===== src/rtl/pixel_pkg.sv =====
// Shared types and default phase lengths for the 2x2 pixel array frame sequencer.
package pixel_pkg;

    typedef enum logic [2:0] {
        IDLE    = 3'd0,
        ERASE   = 3'd1,
        EXPOSE  = 3'd2,
        CONVERT = 3'd3,
        READ1   = 3'd4,
        READ2   = 3'd5,
        DONE    = 3'd6
    } state_t;

    localparam int DEF_ERASE_CYCLES  = 5;
    localparam int DEF_EXPOSE_CYCLES = 255;
    localparam int DEF_READ_CYCLES   = 5;
    localparam int DEF_CNT_W         = 8;

endpackage


===== src/rtl/pixel_array_fsm.sv =====
// Frame sequencer: erase, expose, ADC ramp convert, two row reads, then a valid/ready frame hand-off.
// Every output is registered from the next-state decode, so strobes change only on clock edges.
module pixel_array_fsm
    import pixel_pkg::*;
#(
    parameter int ERASE_CYCLES  = DEF_ERASE_CYCLES,
    parameter int EXPOSE_CYCLES = DEF_EXPOSE_CYCLES,
    parameter int READ_CYCLES   = DEF_READ_CYCLES,
    parameter int CNT_W         = DEF_CNT_W
) (
    input  logic               clk,
    input  logic               reset,
    input  logic               start,
    input  logic               continuous,
    output logic               erase,
    output logic               expose,
    output logic               convert,
    output logic               cnt_oe,
    output logic [CNT_W-1:0]   adc_cnt,
    output logic               read_1,
    output logic               read_2,
    input  logic [2*CNT_W-1:0] data_1_in,
    input  logic [2*CNT_W-1:0] data_2_in,
    output logic [4*CNT_W-1:0] pix_data,
    output logic               pix_valid,
    input  logic               pix_ready,
    output logic               busy
);

    localparam logic [15:0] ERASE_LAST  = 16'(ERASE_CYCLES - 1);
    localparam logic [15:0] EXPOSE_LAST = 16'(EXPOSE_CYCLES - 1);
    localparam logic [15:0] CONV_LAST   = 16'((1 << CNT_W) - 1);
    localparam logic [15:0] READ_LAST   = 16'(READ_CYCLES - 1);

    state_t             state_q, state_d;
    logic [15:0]        cnt_q, cnt_d;
    logic [4*CNT_W-1:0] pix_data_q, pix_data_d;
    logic [CNT_W-1:0]   adc_cnt_q, adc_cnt_d;
    logic erase_q, erase_d, expose_q, expose_d, convert_q, convert_d, cnt_oe_q, cnt_oe_d;
    logic read_1_q, read_1_d, read_2_q, read_2_d, pix_valid_q, pix_valid_d, busy_q, busy_d;

    always_comb begin
        state_d    = state_q;
        pix_data_d = pix_data_q;
        case (state_q)
            IDLE:    if (start) state_d = ERASE;
            ERASE:   if (cnt_q == ERASE_LAST) state_d = EXPOSE;
            EXPOSE:  if (cnt_q == EXPOSE_LAST) state_d = CONVERT;
            CONVERT: if (cnt_q == CONV_LAST) state_d = READ1;
            READ1: begin
                if (cnt_q == READ_LAST) begin
                    state_d = READ2;
                    pix_data_d[2*CNT_W-1:0] = data_1_in;
                end
            end
            READ2: begin
                if (cnt_q == READ_LAST) begin
                    state_d = DONE;
                    pix_data_d[4*CNT_W-1:2*CNT_W] = data_2_in;
                end
            end
            // pix_valid_q is always set while in DONE, so pix_ready alone is the handshake
            DONE:    if (pix_ready) state_d = continuous ? ERASE : IDLE;
            default: state_d = IDLE;
        endcase

        if (state_d != state_q || state_q == IDLE || state_q == DONE)
            cnt_d = '0;
        else
            cnt_d = cnt_q + 16'd1;

        erase_d     = (state_d == ERASE);
        expose_d    = (state_d == EXPOSE);
        convert_d   = (state_d == CONVERT);
        cnt_oe_d    = (state_d == CONVERT);
        adc_cnt_d   = (state_d == CONVERT) ? cnt_d[CNT_W-1:0] : '0;
        read_1_d    = (state_d == READ1);
        read_2_d    = (state_d == READ2);
        pix_valid_d = (state_d == DONE);
        busy_d      = (state_d != IDLE);
    end

    always_ff @(posedge clk) begin
        if (reset) begin
            state_q     <= IDLE;
            cnt_q       <= '0;
            pix_data_q  <= '0;
            adc_cnt_q   <= '0;
            erase_q     <= 1'b0;
            expose_q    <= 1'b0;
            convert_q   <= 1'b0;
            cnt_oe_q    <= 1'b0;
            read_1_q    <= 1'b0;
            read_2_q    <= 1'b0;
            pix_valid_q <= 1'b0;
            busy_q      <= 1'b0;
        end else begin
            state_q     <= state_d;
            cnt_q       <= cnt_d;
            pix_data_q  <= pix_data_d;
            adc_cnt_q   <= adc_cnt_d;
            erase_q     <= erase_d;
            expose_q    <= expose_d;
            convert_q   <= convert_d;
            cnt_oe_q    <= cnt_oe_d;
            read_1_q    <= read_1_d;
            read_2_q    <= read_2_d;
            pix_valid_q <= pix_valid_d;
            busy_q      <= busy_d;
        end
    end

    assign erase     = erase_q;
    assign expose    = expose_q;
    assign convert   = convert_q;
    assign cnt_oe    = cnt_oe_q;
    assign adc_cnt   = adc_cnt_q;
    assign read_1    = read_1_q;
    assign read_2    = read_2_q;
    assign pix_data  = pix_data_q;
    assign pix_valid = pix_valid_q;
    assign busy      = busy_q;

endmodule

===== config.mk =====
export PLATFORM = sky130hd
export DESIGN_NAME = pixel_array_fsm
export DESIGN_NICKNAME = d
export VERILOG_FILES = /design/src/rtl/pixel_pkg.sv /design/src/rtl/pixel_array_fsm.sv
export SDC_FILE = /design/constraint.sdc
export NUM_CORES = 1
export LEC_CHECK = 0
export CAP_MARGIN = 20
export CORE_MARGIN = 2
export CORE_UTILIZATION = 49
export CTS_BUF_LIST = sky130_fd_sc_hd__clkbuf_8 sky130_fd_sc_hd__clkbuf_16
export CTS_CLUSTER_DIAMETER = 30
export DETAILED_ROUTE_END_ITERATION = 16
export PLACE_DENSITY = 0.84
export SYNTH_ARGS = -nofsm -noshare
export SYNTH_HDL_FRONTEND = slang
export SYNTH_SLANG_ARGS = --single-unit

===== constraint.sdc =====
create_clock -name clk -period 7.8 [get_ports clk]
set_input_delay 1.56 -clock clk [delete_from_list [all_inputs] [get_ports clk]]
set_output_delay 1.56 -clock clk [all_outputs]
set_load 0.01 [all_outputs]

==> results.rst <==
.. list-table::
   :header-rows: 1

   * - Metric
     - Value
   * - Fin. Hold Viols
     - 0
   * - Proportion of power drawn by flip-flops and latches
     - 0.496
   * - Core area
     - 0.00517 mm^2
   * - Die width
     - 77.5 um
   * - Net load switching power
     - 142 uW
   * - Depth of the worst register-to-register path
     - 5
   * - Leading post-synthesis cells by instance count
     - 66 x sky130_fd_sc_hd__dfxtp_1, 36 x sky130_fd_sc_hd__nand2_1, 30 x sky130_fd_sc_hd__nor2_1, 26 x sky130_fd_sc_hd__nor3_1
   * - Crit start category
     - input port
   * - Count of buffers added by post-CTS timing repair for setup
     - 0
   * - Cell leakage power
     - 0.00138 uW
   * - Largest driver fanout on the critical path
     - 40
   * - Die Y-Extent
     - 77.5 um
   * - Largest net degree at the start of global routing
     - 41
   * - Setup repair after global routing missed its margin
     - no
   * - Site Rows
     - 26
   * - Most area-consuming cells after synthesis
     - sky130_fd_sc_hd__dfxtp_1 50%, sky130_fd_sc_hd__mux2i_1 6.0%, sky130_fd_sc_hd__nand2_1 5.1%
   * - Via count normalized by instance count
     - 5.15
   * - # port buffers
     - 84
   * - Root cell of the clock tree
     - sky130_fd_sc_hd__clkbuf_8
   * - Final setup viols
     - 0
   * - Number of buffers created by CTS
     - 9
   * - Syn Area/Cell
     - 9.42 um^2
   * - Maximum clock frequency
     - 317 MHz
   * - Number of diodes added for antenna fixing
     - 0
   * - Total non-filler cell area in the finished layout
     - 0.00371 mm^2
   * - Fraction of layout cells with a size suffix above 1
     - 0.0767
   * - Worst hold path cell count
     - 2
   * - Clock Latency Late Sink
     - 330 ps
   * - Slew @ Worst Pin
     - 673 ps
   * - Power share of the clock group
     - 0.449
   * - CTS sink count
     - 66
   * - Endpoint kind of the worst setup timing path
     - flop
   * - Initial cell density of the core
     - 0.512
   * - Worst setup path category
     - in2reg
   * - Most used DFF post-synth
     - sky130_fd_sc_hd__dfxtp_1
   * - Worst clock skew on the final layout
     - 10.3 ps
   * - Count of unique library cells instantiated by Yosys
     - 40
   * - Net count after synthesis
     - 321
   * - Hold WC Path Type
     - reg2reg
   * - Register-to-register setup slack
     - 5040 ps
   * - Switching part of the total power
     - 0.205
   * - First-pass DRT Iterations
     - 5
   * - Peak ir drop on the vdd network
     - 0.109 mV
   * - Routed wire length
     - 5790 um
   * - Final period utilization
     - 0.405
   * - Final antenna-violating net count
     - 0
   * - Count leader, synth
     - sky130_fd_sc_hd__dfxtp_1
   * - Total global routing track utilization
     - 0.200
   * - Count of hold buffers inserted by post-cts repair
     - 0
   * - Weighted congestion reported at the end of routability-driven placement
     - 0.767
   * - Top cell type's share of synthesized area
     - 0.499
   * - Internal Dissipation
     - 548 uW
   * - Detailed-route wire length per cell
     - 13.3 um
   * - Number of global-route vias before repair
     - 2085
   * - Reg2Reg Launch Point
     - cnt_q[8]$_SDFF_PP0_
   * - Detailed-route DRC error count
     - 0
   * - Final global-route overflow total
     - 0
   * - Signal arrival time at the worst endpoint
     - 3400 ps
   * - Min Clock Period, post-route
     - 3160 ps
   * - Final Max Slew Viols
     - 0
   * - Final Util
     - 0.717
   * - Reg-to-reg critical path endpoint
     - adc_cnt[2]$_SDFF_PP0_
   * - Post-synthesis register bit count
     - 66
   * - Final-stage net count
     - 400
   * - Share of synthesized area occupied by flip-flops and latches
     - 0.499
   * - Cells after Synth
     - 281
   * - Buffer levels on the longest clock path
     - 2
   * - Status
     - finished clean
   * - Via count
     - 2240
   * - Clk slew on worst S/H paths
     - 70 ps
   * - Initial antenna violation count
     - 0
   * - Worst-case hold path end point
     - pix_data[1]$_SDFFE_PP0P_
   * - Post-CTS resize count
     - 0
   * - Total power divided by cell area
     - 186 mW/mm^2
   * - Setup TNS Final
     - 0 ps
   * - Placed Area
     - 0.00349 mm^2
   * - Clock tree from TritonCTS
     - yes
   * - Top cell type by total area after synthesis
     - sky130_fd_sc_hd__dfxtp_1
   * - IO Count
     - 85
   * - Syn Std Cell Area
     - 0.00265 mm^2
   * - Number of DRC markers after the initial detailed-route iteration
     - 109
   * - Required time of the worst setup path
     - 8040 ps
   * - Wire length of the first global-routing pass
     - 9580 um
   * - Die outline area
     - 0.00601 mm^2
   * - Area delta synth->final
     - 40.1%
   * - Async set-or-reset flop fraction in the synthesized netlist
     - 0
   * - Worst Hold Launch
     - pix_data[1]$_SDFFE_PP0P_
   * - Post-synth EDFFs
     - 0
   * - Placed wire-length estimate after detailed placement
     - 3980 um
   * - Max-slew headroom at the worst pin
     - 0.549
   * - Proportion of power drawn by combinational gates
     - 0.056
   * - CTS H-tree depth
     - 3
   * - Max-capacitance violation count
     - 0
   * - Syn. warnings
     - 0
-- flip-flops by register name (all words and copies together) (netlist names) --
name       flops
adc_cnt        8
busy           1
cnt_oe         1
cnt_q         16
erase          1
expose         1
pix_data      32
pix_valid      1
read_1         1
read_2         1
state_q        3
-- layer usage --
| metal | share of wire | track usage | up-vias |
|---|---|---|---|
| met5 | 0 | 0 | - |
| met4 | 0.032 | 0.100 | 0 |
| met3 | 0.053 | 0.0570 | 15 |
| met2 | 0.48 | 0.317 | 79 |
| met1 | 0.44 | 0.250 | 1014 |
| li1 | - | - | 1132 |
-- stage by stage --
stage	setup slack, ps	hold WS, ps	power, uW	std cells
global route	4490	473	714	435
floorplan	4980	476	366	281
CTS	4670	455	695	435
detailed placement	4330	445	388	419
finish	4640	452	690	435
global placement	4420	438	387	419
-- power groups by stage --
stage                     clock network (uW)  registers (uW)  logic [uW]
after floorplan                            0             348        17.8
after global placement                     0             350        37.7
after detailed placement                   0             350        38.3
after CTS                                315             342        38.7
after global routing                     330             342        41.8
final                                    309             342        38.4
-- cell usage in the layout, fill, tap and decap left out, types with 3 or more instances in the layout --
cell                              count
sky130_fd_sc_hd__nor3_1              26
sky130_fd_sc_hd__nor2_1              30
sky130_fd_sc_hd__mux2i_1             16
sky130_fd_sc_hd__nand4_1              3
sky130_fd_sc_hd__inv_1                6
sky130_fd_sc_hd__nand2_1             36
sky130_fd_sc_hd__clkbuf_8            10
sky130_fd_sc_hd__nor3b_1              3
sky130_fd_sc_hd__and3_1               8
sky130_fd_sc_hd__ha_1                 3
sky130_fd_sc_hd__clkdlybuf4s50_1     84
sky130_fd_sc_hd__xnor2_1              8
sky130_fd_sc_hd__xor2_1               6
sky130_fd_sc_hd__dfxtp_1             66
sky130_fd_sc_hd__a31oi_1              3
sky130_fd_sc_hd__nand3_1              9
sky130_fd_sc_hd__or4_4                3
sky130_fd_sc_hd__a21oi_1             16
-- worst max path at each step --
| stage | startpoint | endpoint | depth (start not counted) |
|---|---|---|---|
| floorplan | start | read_1$_SDFF_PP0_ | 5 |
| global placement | reset | cnt_q[1]$_SDFF_PP0_ | 6 |
| detailed placement | reset | cnt_q[1]$_SDFF_PP0_ | 6 |
| CTS | reset | cnt_q[1]$_SDFF_PP0_ | 6 |
| global route | reset | cnt_q[6]$_SDFF_PP0_ | 6 |
| finish | reset | cnt_q[1]$_SDFF_PP0_ | 6 |
-- cell families after synthesis --
kind of cell             Yosys count  share of synthesized area
flip-flops                        66                      0.499
AO/OA/AOI/OAI                     28                     0.0723
multiplexers                      17                     0.0647
XOR/XNOR                          14                     0.0463
adder cells (fa/ha/maj)            3                     0.0142
buffers and inverters             22                     0.0425
AND/OR/NAND/NOR                  131                      0.261
-- final cells by class --
class / instances / area, um^2
clock inverter: 6 / 81.3
inverter: 5 / 18.8
timing repair buffer: 85 / 848
multi-input combinational: 193 / 1210
clock buffer: 10 / 138
tap: 70 / 87.6
sequential: 66 / 1320
fill: 366 / 1460
-- critical path: stages --
cell and delay (ps):
sky130_fd_sc_hd__clkdlybuf4s50_1 400, sky130_fd_sc_hd__buf_4 260, sky130_fd_sc_hd__a211o_1 310, sky130_fd_sc_hd__a31oi_1 180
sky130_fd_sc_hd__nand2_1 370, sky130_fd_sc_hd__nor3b_1 300
No activity file was read; power rests on OpenSTA's default activity.
